### src/rtl/tap_pkg.sv
// Shared tape definitions for the player and the recorder: nominal ROM loader
// timing in 3.5 MHz clocks, the recorder's decode thresholds and the recorder FSM states.
package tap_pkg;

  localparam int TAPE_CLK_HZ  = 3_500_000;

  localparam int PILOT_PERIOD = 2168;
  localparam int PILOT_HEADER = 8064;
  localparam int PILOT_DATA   = 3224;
  localparam int SYNC_HI      = 667;
  localparam int SYNC_LO      = 735;
  localparam int SIGNAL_0     = 855;
  localparam int SIGNAL_1     = 1710;

  // Acceptance windows are centred on the nominal pulses. A bit is decided on
  // the pair sum, and the threshold sits midway between 2*SIGNAL_0 and 2*SIGNAL_1.
  localparam int REC_PILOT_MIN   = PILOT_PERIOD - 268;
  localparam int REC_PILOT_MAX   = PILOT_PERIOD + 332;
  localparam int REC_PILOT_COUNT = 256;
  localparam int REC_SYNC_MAX    = SYNC_LO + 65;
  localparam int REC_BIT_THRESH  = SIGNAL_0 + SIGNAL_1;
  localparam int REC_BIT_MAX     = SIGNAL_1 + 290;
  localparam int REC_TIMEOUT     = TAPE_CLK_HZ / 100;

  typedef enum logic [2:0] {
    ST_IDLE,
    ST_PILOT,
    ST_SYNC2,
    ST_BIT_A,
    ST_BIT_B,
    ST_CLOSE_LO,
    ST_CLOSE_HI
  } tap_state_t;

endpackage

### src/rtl/tap_pulse_meter.sv
// Conditions the raw ear line and measures the time between its edges, flagging
// when the line has been quiet for TIMEOUT clocks.
module tap_pulse_meter
  import tap_pkg::*;
#(
  parameter int TIMEOUT = REC_TIMEOUT
) (
  input  logic        clock,
  input  logic        reset_n,
  input  logic        ear,
  output logic        pulse_edge,
  output logic [15:0] period,
  output logic        tmo
);

  localparam logic [15:0] TMO_CLKS = 16'(TIMEOUT);

  logic        ear_s1;
  logic        ear_s2;
  logic        ear_d;
  logic [15:0] cnt;

  function automatic logic [15:0] sat_inc(input logic [15:0] v);
    return (v == 16'hFFFF) ? v : v + 16'd1;
  endfunction

  // cnt holds the clocks elapsed since the last edge, so at an edge it is the half-period.
  always_ff @(posedge clock or negedge reset_n) begin
    if (!reset_n) begin
      ear_s1 <= 1'b0;
      ear_s2 <= 1'b0;
      ear_d  <= 1'b0;
      cnt    <= 16'd0;
    end else begin
      ear_s1 <= ear;
      ear_s2 <= ear_s1;
      ear_d  <= ear_s2;
      cnt    <= (ear_s2 ^ ear_d) ? 16'd1 : sat_inc(cnt);
    end
  end

  assign pulse_edge = ear_s2 ^ ear_d;
  assign period     = cnt;
  assign tmo        = cnt >= TMO_CLKS;

endmodule

### src/rtl/tap_recorder.sv
// Decodes ROM-loader tape signals from the ear line and stores each block in
// tape RAM in TAP layout: a 2-byte little-endian length, then the data bytes.
module tap_recorder
  import tap_pkg::*;
#(
  parameter int          PILOT_MIN   = REC_PILOT_MIN,
  parameter int          PILOT_MAX   = REC_PILOT_MAX,
  parameter int          PILOT_COUNT = REC_PILOT_COUNT,
  parameter int          SYNC_MAX    = REC_SYNC_MAX,
  parameter int          BIT_THRESH  = REC_BIT_THRESH,
  parameter int          BIT_MAX     = REC_BIT_MAX,
  parameter int          TIMEOUT     = REC_TIMEOUT,
  parameter logic [15:0] MEM_TOP     = 16'hFFFF
) (
  input  logic        clock,
  input  logic        reset_n,
  input  logic        rec,
  input  logic        ear,
  output logic [15:0] tap_address,
  output logic [7:0]  tap_wdata,
  output logic        tap_we,
  output logic        busy,
  output logic [7:0]  block_count,
  output logic        err
);

  localparam logic [15:0] P_MIN = 16'(PILOT_MIN);
  localparam logic [15:0] P_MAX = 16'(PILOT_MAX);
  localparam logic [15:0] P_CNT = 16'(PILOT_COUNT);
  localparam logic [15:0] S_MAX = 16'(SYNC_MAX);
  localparam logic [15:0] B_MAX = 16'(BIT_MAX);
  localparam logic [16:0] B_THR = 17'(BIT_THRESH);

  logic        pulse_edge;
  logic        tmo;
  logic [15:0] period;

  tap_pulse_meter #(.TIMEOUT(TIMEOUT)) u_meter (
    .clock      (clock),
    .reset_n    (reset_n),
    .ear        (ear),
    .pulse_edge (pulse_edge),
    .period     (period),
    .tmo        (tmo)
  );

  tap_state_t  state;
  logic [15:0] pilot_cnt;
  logic [15:0] len;
  logic [15:0] half_a;
  logic [16:0] base;
  logic [2:0]  bitn;
  logic [6:0]  shreg;

  logic [16:0] data_addr;
  logic [16:0] pair_sum;
  logic [7:0]  byte_val;
  logic        pilot_ok;
  logic        sync_ok;
  logic        long_half;
  tap_state_t  after_close;

  // base is one bit wider than the bus so that a block ending exactly at the top
  // of memory leaves the next block pointing past it rather than wrapping to 0.
  assign data_addr   = base + 17'd2 + {1'b0, len};
  assign pair_sum    = {1'b0, half_a} + {1'b0, period};
  assign byte_val    = {shreg, pair_sum >= B_THR};
  assign pilot_ok    = (period >= P_MIN) && (period <= P_MAX);
  assign sync_ok     = period < S_MAX;
  assign long_half   = period > B_MAX;
  assign after_close = (rec && !err) ? ST_PILOT : ST_IDLE;

  always_ff @(posedge clock or negedge reset_n) begin
    if (!reset_n) begin
      state       <= ST_IDLE;
      pilot_cnt   <= 16'd0;
      len         <= 16'd0;
      half_a      <= 16'd0;
      base        <= 17'd0;
      bitn        <= 3'd0;
      shreg       <= 7'd0;
      tap_address <= 16'd0;
      tap_wdata   <= 8'd0;
      tap_we      <= 1'b0;
      busy        <= 1'b0;
      block_count <= 8'd0;
      err         <= 1'b0;
    end else begin
      tap_we <= 1'b0;
      case (state)
        ST_IDLE: begin
          if (rec && !err) begin
            state     <= ST_PILOT;
            pilot_cnt <= 16'd0;
          end
        end

        ST_PILOT: begin
          if (!rec) begin
            state <= ST_IDLE;
          end else if (tmo) begin
            pilot_cnt <= 16'd0;
          end else if (pulse_edge) begin
            if (pilot_ok) begin
              pilot_cnt <= (pilot_cnt == P_CNT) ? P_CNT : pilot_cnt + 16'd1;
            end else if (sync_ok && pilot_cnt == P_CNT) begin
              state <= ST_SYNC2;
              busy  <= 1'b1;
            end else begin
              pilot_cnt <= 16'd0;
            end
          end
        end

        ST_SYNC2: begin
          if (!rec) begin
            state <= ST_IDLE;
            busy  <= 1'b0;
          end else if (pulse_edge) begin
            pilot_cnt <= 16'd0;
            if (sync_ok) begin
              state <= ST_BIT_A;
              len   <= 16'd0;
              bitn  <= 3'd7;
            end else begin
              state <= ST_PILOT;
              busy  <= 1'b0;
            end
          end else if (tmo) begin
            pilot_cnt <= 16'd0;
          end
        end

        ST_BIT_A: begin
          if (!rec || tmo) begin
            state <= ST_CLOSE_LO;
          end else if (pulse_edge) begin
            if (long_half) begin
              state <= ST_CLOSE_LO;
            end else begin
              half_a <= period;
              state  <= ST_BIT_B;
            end
          end
        end

        ST_BIT_B: begin
          if (!rec || tmo) begin
            state <= ST_CLOSE_LO;
          end else if (pulse_edge) begin
            if (long_half) begin
              state <= ST_CLOSE_LO;
            end else begin
              shreg <= byte_val[6:0];
              state <= ST_BIT_A;
              if (bitn != 3'd0) begin
                bitn <= bitn - 3'd1;
              end else if (data_addr > {1'b0, MEM_TOP}) begin
                err   <= 1'b1;
                state <= ST_CLOSE_LO;
              end else begin
                tap_we      <= 1'b1;
                tap_address <= data_addr[15:0];
                tap_wdata   <= byte_val;
                len         <= len + 16'd1;
                bitn        <= 3'd7;
              end
            end
          end
        end

        // An empty block leaves memory and base untouched.
        ST_CLOSE_LO: begin
          if (len == 16'd0) begin
            state     <= after_close;
            busy      <= 1'b0;
            pilot_cnt <= 16'd0;
          end else begin
            tap_we      <= 1'b1;
            tap_address <= base[15:0];
            tap_wdata   <= len[7:0];
            state       <= ST_CLOSE_HI;
          end
        end

        ST_CLOSE_HI: begin
          tap_we      <= 1'b1;
          tap_address <= base[15:0] + 16'd1;
          tap_wdata   <= len[15:8];
          base        <= data_addr;
          block_count <= block_count + 8'd1;
          state       <= after_close;
          busy        <= 1'b0;
          pilot_cnt   <= 16'd0;
        end

        default: begin
          state <= ST_IDLE;
          busy  <= 1'b0;
        end
      endcase
    end
  end

endmodule

### config.mk
export PLATFORM = sky130hd
export DESIGN_NAME = tap_recorder
export DESIGN_NICKNAME = d
export VERILOG_FILES = /design/src/rtl/tap_pkg.sv /design/src/rtl/tap_pulse_meter.sv /design/src/rtl/tap_recorder.sv
export SDC_FILE = /design/constraint.sdc
export NUM_CORES = 1
export LEC_CHECK = 0
export CORE_ASPECT_RATIO = 0.8
export CORE_MARGIN = 2
export CORE_UTILIZATION = 45
export CTS_BUF_LIST = sky130_fd_sc_hd__clkbuf_4 sky130_fd_sc_hd__clkbuf_8
export DETAILED_ROUTE_END_ITERATION = 12
export GPL_TIMING_DRIVEN = 1
export HOLD_SLACK_MARGIN = 0.02
export PLACE_DENSITY = 0.62
export SKIP_CTS_REPAIR_TIMING = 1
export SLEW_MARGIN = 20
export SYNTH_ARGS = -nofsm -noshare
export SYNTH_HDL_FRONTEND = slang
export SYNTH_SLANG_ARGS = --single-unit
export TNS_END_PERCENT = 30
### constraint.sdc
create_clock -name clock -period 6.6 [get_ports clock]
set_clock_uncertainty 0.05 [all_clocks]
set_input_delay 1.32 -clock clock [delete_from_list [all_inputs] [get_ports clock]]
set_output_delay 1.32 -clock clock [all_outputs]
set_load 0.005 [all_outputs]
==> results of run 1 <==
## stage by stage
stage                     area [um^2]  worst slack [ns]  std cells
final                            9470              2.65       1217
after CTS                        9470              2.64       1217
after detailed placement         9020              2.56       1185
after global placement           9020              2.59       1185
after global routing             9470              2.45       1217
after floorplan                  8450              3.41        927
## final cells by class
cell class	count	area share
well taps	253	0.0334
repair buffers	45	0.0459
clock buffers	20	0.0284
multi-input cells	721	0.511
flip-flops and latches	132	0.349
inverters	34	0.0135
clock inverters	12	0.0189
## worst max-delay path by stage
stage / startpoint / to / depth (start not counted)
4_1_cts: len[2]$_DFFE_PN0P_ / tap_wdata[0]$_DFFE_PN0P_ / 11
3_5_place_dp: rec / len[8]$_DFFE_PN0P_ / 8
3_3_place_gp: rec / len[13]$_DFFE_PN0P_ / 8
6_report: len[6]$_DFFE_PN0P_ / tap_wdata[0]$_DFFE_PN0P_ / 10
5_1_grt: len[2]$_DFFE_PN0P_ / tap_wdata[0]$_DFFE_PN0P_ / 11
2_1_floorplan: len[1]$_DFFE_PN0P_ / tap_address[11]$_DFFE_PN0P_ / 14
## routing by layer
| layer | share of wire | vias up | track usage |
|---|---|---|---|
| met5 | 0 | - | 0 |
| met4 | 0.015 | 0 | 0.0631 |
| met3 | 0.045 | 19 | 0.0355 |
| met2 | 0.40 | 156 | 0.290 |
| met1 | 0.54 | 3388 | 0.334 |
| li1 | - | 3465 | - |
## worst register-to-register path, stage by stage, from the launching register on
cell and delay [ns]:
sky130_fd_sc_hd__dfrtp_1 0.51, sky130_fd_sc_hd__ha_1 0.35, sky130_fd_sc_hd__ha_1 0.34, sky130_fd_sc_hd__o21a_1 0.23
sky130_fd_sc_hd__or2_1 0.24, sky130_fd_sc_hd__a31oi_2 0.25, sky130_fd_sc_hd__o31a_1 0.21, sky130_fd_sc_hd__xnor3_1 0.36
sky130_fd_sc_hd__a31oi_4 0.67, sky130_fd_sc_hd__inv_2 0.28, sky130_fd_sc_hd__mux2_4 0.35
## power by group
group	leakage (uW)	total (uW)	internal [uW]	switching, uW
combinational	0.00227	671	285	386
clock	0.000218	774	436	339
sequential	0.00178	1010	902	110
total	0.00427	2460	1620	835
## state kept, by name, summed over array words and instances, names as in the netlist, 3 cells and up
register and cells:
half_a 16, bitn 3, pilot_cnt 16, base 17, block_count 8, len 16, u_meter.period 16, state 3
shreg 7, tap_address 16, tap_wdata 8
## cells by family after synthesis
kind of cell,count (synthesis),synth area share
DFF,132,0.391
and+or+nand+nor,322,0.198
buffers and inverters,74,0.0369
adders and majority gates,59,0.0891
muxes,30,0.0403
AOI/OAI and AO/OA,267,0.199
xor gates and xnor gates,43,0.0462
## placed cells by master (no fill, tap or decap), drive strengths merged, types with 7 or more instances in the layout
master         count
a211oi             7
a21o              14
a21oi             69
a22oi             10
a31oi             26
and3              24
buf                8
clkbuf            20
clkdlybuf4s50     37
dfrtp            132
ha                57
inv               34
mux2              29
nand2             88
nand2b            10
nand3             37
nand4             17
nor2              54
nor2b             19
nor3              20
nor4               7
o211ai             7
o21ai             84
o221ai             7
o31ai              9
or3               17
xnor2             24
xor2              18
==> results.md, run 1 <==
- The run finished with clean final reports.
- Setup repair after global routing left no endpoint under its margin.
- Synthesis produced a netlist with a net count of 990.
- Static timing analysis puts the maximum clock frequency at 253 MHz.
- From synthesis to final layout, the design area changed by 12.0%.
- The power density of the placed cells is 260 nW/um^2.
- The routed design has 20.2 mm of wire.
- For this run, the detailed router's first-pass iteration total came to 5.
- Counting along the longest clock path gives a buffer depth of 2.
- The data required time at the worst endpoint is 6.89 ns.
- In this run the horizontal extent of the chip is 157 um.
- The path with the worst hold slack has its endpoint at u_meter.ear_s2$_DFF_PN0_.
- STA classifies the critical path startpoint as a flop.
- The most common cell in the netlist is sky130_fd_sc_hd__dfrtp_1.
- The count of endpoints failing setup in the final report is 0.
- The post-detailed-route via-to-cell ratio is 5.77.
- The layout cell share with drive strength beyond 1 is 0.0902.
- The final-layout worst hold slack is 0.300 ns.
- The count of cells along the worst hold path is 0.
- The clock period could shrink to 3.95 ns.
- The Yosys step of the flow raised 0 warnings.
- The die outline area is 19900 um^2.
- The final layout contains 1014 nets.
- The type of the worst setup path is reg -> reg.
- The share of the clock period used by the worst path after layout is 0.598.
- The number of antenna violations at the first check in global routing is 0.
- By instance count, the cell type seen most on the critical path is sky130_fd_sc_hd__ha_1.
- The number of antenna diodes in the final layout is 0.
- Sorting the synthesized cells by how often they occur yields 132 x sky130_fd_sc_hd__dfrtp_1, 88 x sky130_fd_sc_hd__nand2_1, 82 x sky130_fd_sc_hd__o21ai_0, 68 x sky130_fd_sc_hd__a21oi_1, 57 x sky130_fd_sc_hd__ha_1.
- Measured in cells, the most critical reg-to-reg path has a length of 10.
- The first routing iteration left 409 violations.
- The multi-input gate area in the final layout is 4840 um^2.
- The wire-length estimate of the detail-placed layout is 14.2 mm.
- The sequential cell area in the final layout is 3300 um^2.
- Counting flops and latches in the post-synthesis netlist gives 132.
- The first global-routing pass estimated 33.4 mm of wire.
- The kind of end point of the critical path is a flop.
- Across the run, the number of max-cap violations was 0.
- The number of buffers created by CTS is 17.
- The kind of cell with the highest combined delay along the critical path is compound AO/OA/AOI/OAI gates.
- The static power due to leakage is 0.00427 uW.
- Routability-driven placement finished with a final weighted congestion of 0.838.
- The slack of the worst reg-to-reg path is 2.65 ns.
- The clock reaches the later pin of the worst-skew pair after 0.47 ns.
- The number of buffers and inverters on the critical path is 1.
- The tree built by TritonCTS fans out to 132 sinks.
- The proportion of synthesized flip-flops having asynchronous set or reset is 1.00.
- The final hold violation count came to 0.
- Along the worst path, the maximum fanout reaches 26.
- The startpoint identified for the worst register-to-register timing path is len[6]$_DFFE_PN0P_.
- On the worst path, the slowest cell contributes a delay of 0.67 ns.
- The critical path goes through ha_1 -> ha_1 -> o21a_1 -> or2_1 -> a31oi_2 -> o31a_1 -> xnor3_1 -> a31oi_4 -> inv_2 -> mux2_4.
- Of the synthesized area, sequential elements account for 0.391.
- Across all layers, the routed design uses 7028 vias.
- The filler cell count is 1713.
- The maximum number of pins on one net before global-route repair is 80.
- The height of the die is 127 um.
- After detailed routing, the average wire length per cell comes to 16.6 um.
- After synthesis the cells add up to 8450 um^2.
- The clock tree from TritonCTS is built.
- The level count of the clock H-tree is 4.
- For this run, the leading register cell type out of synthesis is sky130_fd_sc_hd__dfrtp_1.
- The core utilization of the finished layout is 0.518.
- Clock-pin slew was measured on the worst setup and hold paths at 0.07 ns.
- The aggregate global-route resource usage is 0.211.
- In the post-synthesis netlist, the biggest area contributors are sky130_fd_sc_hd__dfrtp_1 39%, sky130_fd_sc_hd__ha_1 8.4%, sky130_fd_sc_hd__o21ai_0 4.9%, sky130_fd_sc_hd__a21oi_1 4.0%, sky130_fd_sc_hd__nand2_1 3.9%.
- The fraction of post-synthesis cell area in the top cell type by area is 0.391.
- For the pin with the worst max-slew slack, the measured transition is 0.941 ns.
- The count of pins over their slew limit was 0.
- The synthesized design contains 0 enable-type register cells.
- The distinct cell type count after synthesis is 66.
- The path class of the tightest hold or removal check is reg -> reg.
- Clock tree synthesis selected as its root buffer the cell sky130_fd_sc_hd__clkbuf_8.
- The gate count of the mapped netlist is 927.
- The critical hold path startpoint is u_meter.ear_s1$_DFF_PN0_.
- The number of port buffers is 38.
- The relative max-transition margin is 0.372.
- For this run, design rule violations remaining after detail routing come to 0.
- The maximum ir drop on the vdd rail is 0.165 mV.
- The area of the placeable core is 18300 um^2.
- On the critical path, the stage with the largest delay is an instance of sky130_fd_sc_hd__a31oi_4.
- In this run the remaining antenna-violating nets after routing total 0.
- The top cell type by total area after synthesis is sky130_fd_sc_hd__dfrtp_1.
- The via count of the first global-routing pass is 6380.
- The sum of negative setup slack is 0 ns.
- The arrival time at the worst endpoint is 4.24 ns.
- The total grt overflow is 0.
- The initial utilization of the core area, before any placement, comes to 0.462.
- The post-synthesis average cell area is 9.11 um^2.
- The floorplan row count is 44.
- 39 I/O pins were placed.
- The total design power is 2460 uW.
- The worst register-to-register path ends at tap_wdata[0]$_DFFE_PN0P_.
(Power assumes the default switching activity.)
==> inputs of run 2 (changes only) <==
--- a/config.mk
+++ b/config.mk
@@ -12,7 +12,7 @@
 export DETAILED_ROUTE_END_ITERATION = 12
 export GPL_TIMING_DRIVEN = 1
 export HOLD_SLACK_MARGIN = 0.02
-export PLACE_DENSITY = 0.62
+export PLACE_DENSITY = 0.65
 export SKIP_CTS_REPAIR_TIMING = 1
 export SLEW_MARGIN = 20
 export SYNTH_ARGS = -nofsm -noshare
==> constraint.sdc (replaced) <==
create_clock -name clock -period 3.15 [get_ports clock]
set_clock_uncertainty 0.05 [all_clocks]
set_input_delay 0.63 -clock clock [delete_from_list [all_inputs] [get_ports clock]]
set_output_delay 0.63 -clock clock [all_outputs]
set_load 0.005 [all_outputs]
==> run 2 against run 1 <==
Against the previous run:
- the flow now finishes with violations (setup timing)
- worst hold slack got worse by 0.25 ns
- sequential share of layout area fell by 3.0 points
- critical path depth rose by 2
- register-to-register slack worse by 2.7 ns
- wire length increased by 9.1%
- combinational power grew to 2.6 times the previous value
- critical path type unchanged
- maximum frequency grew 24%
- worst setup slack got worse by 2.7 ns
- highest routed layer unchanged
- sequential cell count unchanged
- non-clock buffer count grew 82
==> results.md, run 2 (synthesis gave the netlist of run 1 again) <==
- The most common library cell in the layout ignoring fill and taps is sky130_fd_sc_hd__dfrtp_1.
- The area of the placeable core is 18300 um^2 (unchanged).
- The total grt overflow is 0 (unchanged).
- The final-stage net count is 1099 (+8.4%).
- The actual slew at the worst max-slew pin was 0.867 ns (-0.0749 ns).
- The number of max-cap violations is 0 (unchanged).
- The maximum net fanout on the critical path is 6 (-77%).
- The number of flip-flops under the largest register name is 17 (unchanged).
- Leaving out fill and tap cells, the most frequent cells in the layout are 132 x sky130_fd_sc_hd__dfrtp_1, 88 x sky130_fd_sc_hd__nand2_1, 81 x sky130_fd_sc_hd__buf_4.
- The I/O pin total is 39 (unchanged).
- The total design power is 5300 uW (+120%).
- The critical path goes through ha_1 -> ha_1 -> a21o_1 -> nand4_1 -> nand3_2 -> a31oi_4 -> o31a_1 -> xnor3_2 -> buf_12 -> a31oi_4 -> or4_4 -> a21oi_2.
- The number of buffers created by CTS came to 17 (unchanged).
- The number of antenna violations at the first check in global routing is 0 (unchanged).
- The worst-path cell with the longest stage delay is sky130_fd_sc_hd__or4_4.
- The wire length of the first global-routing pass is 35.3 mm (+5.6%).
- The sum of negative setup slack is -0.134 ns (-0.134 ns).
- The maximum ir drop on the vdd rail came to 0.251 mV (+52%).
- The number of port buffers is 38 (unchanged).
- The maximum cell stage delay along the critical path is 0.59 ns (-0.08 ns).
- The wire length reported by the detailed router is 22.0 mm (+9.1%).
- The worst hold path belongs to the class in -> async.
- The count of endpoints failing setup in the final report is 6 (+6).
- The chip width came to 157 um (unchanged).
- The kind of cell with the highest combined delay along the critical path is simple AND/OR/NAND/NOR gates.
- The layout overhead on the synthesized area is 22.6%.
- TritonCTS built the clock tree.
- The floorplan row count is 44 (unchanged).
- The layout cell share with drive strength beyond 1 is 0.193 (+0.102).
- The die outline area is 19900 um^2 (unchanged).
- The flow ran to the end, but the final reports show violations.
- The count of pins over their slew limit was 0 (unchanged).
- The later-pin clock latency in the skew report is 0.46 ns (about the same).
- The final hold violation count is 0 (unchanged).
- The highest achievable clock rate is 314 MHz (+24%).
- The checks that failed: setup timing.
- The clock period minus final worst setup slack came to 3.19 ns (-0.763 ns).
- The deepest clock path buffer count is 2 (unchanged).
- The iteration-0 DRC count of the detailed router was 727 (+78%).
- The worst setup path is launched from a flop.
- The slack of the worst reg-to-reg path is -0.04 ns (-2.69 ns).
- The maximum number of pins on one net before global-route repair is 58 (-28%).
- The data required time at the worst endpoint is 3.49 ns (-3.40 ns).
- The via count of the first global-routing pass is 6849 (+7.4%).
- The post-detailed-route via-to-cell ratio is 5.74 (-0.60%).
- The number of buffer and inverter stages on the critical path is 1 (unchanged).
- The setup slack after layout is -0.0360 ns (-2.69 ns).
- The static power due to leakage is 0.00476 uW (+11%).
- The setup path with the least slack is of type reg -> reg.
- The number of remaining DRC errors was 0 (unchanged).
- The clock edge transition at the registers on the reported setup and hold paths is 0.09 ns (+0.02 ns).
- The per-cell routed wire length was 16.9 um (+2.0%).
- Counting flops per register, the top entry is base.
- The aggregate global-route resource usage was 0.223 (+0.0120).
- The core utilization of the finished layout was 0.567 (+0.0486).
- CTS placed an instance of sky130_fd_sc_hd__clkbuf_8 at the clock tree root.
- The antenna diode count is 0 (unchanged).
- The power density of the placed cells was 512 nW/um^2 (+97%).
- The total number of vias was 7474 (+6.3%).
- The level count of the clock H-tree is 4 (unchanged).
- The arrival time at the worst endpoint is 3.52 ns (-0.72 ns).
- The number of sinks on the clock net is 132 (unchanged).
- The height of the die is 127 um (unchanged).
- The final standard cell count with taps included and fillers excluded is 1302 (+7.0%).
- The number of iterations in the first detailed-routing pass was 6 (+1).
- The post-detailed-placement half-perimeter wirelength came to 15.3 mm (+7.6%).
- Setup repair after global routing could not meet its margin everywhere.
- The weighted congestion at the end of routability-driven global placement is 0.886 (+5.7%).
- The effective utilization at floorplan came to 0.462 (unchanged).
- The number of placed instances, taps included is 1258 (+6.2%).
- The final antenna-violating net count is 0 (unchanged).
- The relative max-transition margin is 0.421 (+0.0487).
- The share of the clock period used by the worst path after layout is 1.01 (+0.413).
- The kind of end point of the critical path is a flop.
## run 2: final cells by class
class	instances	area [um^2]
fillers	1632	7920
multi-input cells	724	5050
flip-flops and latches	132	3300
repair buffers	127	1150
well taps	253	317
clock buffers	17	234
clock inverters	15	174
inverters	34	128
## run 2: worst paths after layout
kind                                          start                         end  cells after the start
min in group clock         u_meter.ear_s1$_DFF_PN0_    u_meter.ear_s2$_DFF_PN0_                      0
min                                         reset_n  tap_address[8]$_DFFE_PN0P_                      1
max reg2reg                     base[2]$_DFFE_PN0P_         len[13]$_DFFE_PN0P_                     12
min reg2reg                u_meter.ear_s1$_DFF_PN0_    u_meter.ear_s2$_DFF_PN0_                      0
max                             base[2]$_DFFE_PN0P_         len[13]$_DFFE_PN0P_                     12
max in group asynchronous                   reset_n         base[0]$_DFFE_PN0P_                      2
## run 2: layer usage
metal | GRT usage | vias to the layer above | part of all wire
li1 | - | 3629 | -
met1 | 0.353 | 3586 | 0.51
met2 | 0.313 | 233 | 0.41
met3 | 0.0383 | 26 | 0.063
met4 | 0.0508 | 0 | 0.011
met5 | 0 | - | 0
## run 2: per-stage QoR
step	hold WS, ns	worst slack, ns	instance area (um^2)
after floorplan	0.281	-0.0127	8450
after global placement	0.294	-0.0580	9610
after detailed placement	0.297	-0.121	9610
after CTS	0.0548	-0.130	10000
after global routing	0.0788	-0.113	10400
final	0.0540	-0.0360	10400
## run 2: power breakdown
| part | internal, uW | switching, uW | total [uW] |
|---|---|---|---|
| clock network | 725 | 768 | 1490 |
| registers | 1890 | 188 | 2080 |
| logic | 782 | 943 | 1730 |
| total | 3400 | 1900 | 5300 |
==> inputs of run 3 (changes only) <==
--- a/config.mk
+++ b/config.mk
@@ -9,6 +9,7 @@
 export CORE_MARGIN = 2
 export CORE_UTILIZATION = 45
 export CTS_BUF_LIST = sky130_fd_sc_hd__clkbuf_4 sky130_fd_sc_hd__clkbuf_8
+export CTS_CLUSTER_SIZE = 20
 export DETAILED_ROUTE_END_ITERATION = 12
 export GPL_TIMING_DRIVEN = 1
 export HOLD_SLACK_MARGIN = 0.02
==> results of run 3 <==
The final DEF is identical to that of run 2; final timing and power are the same.
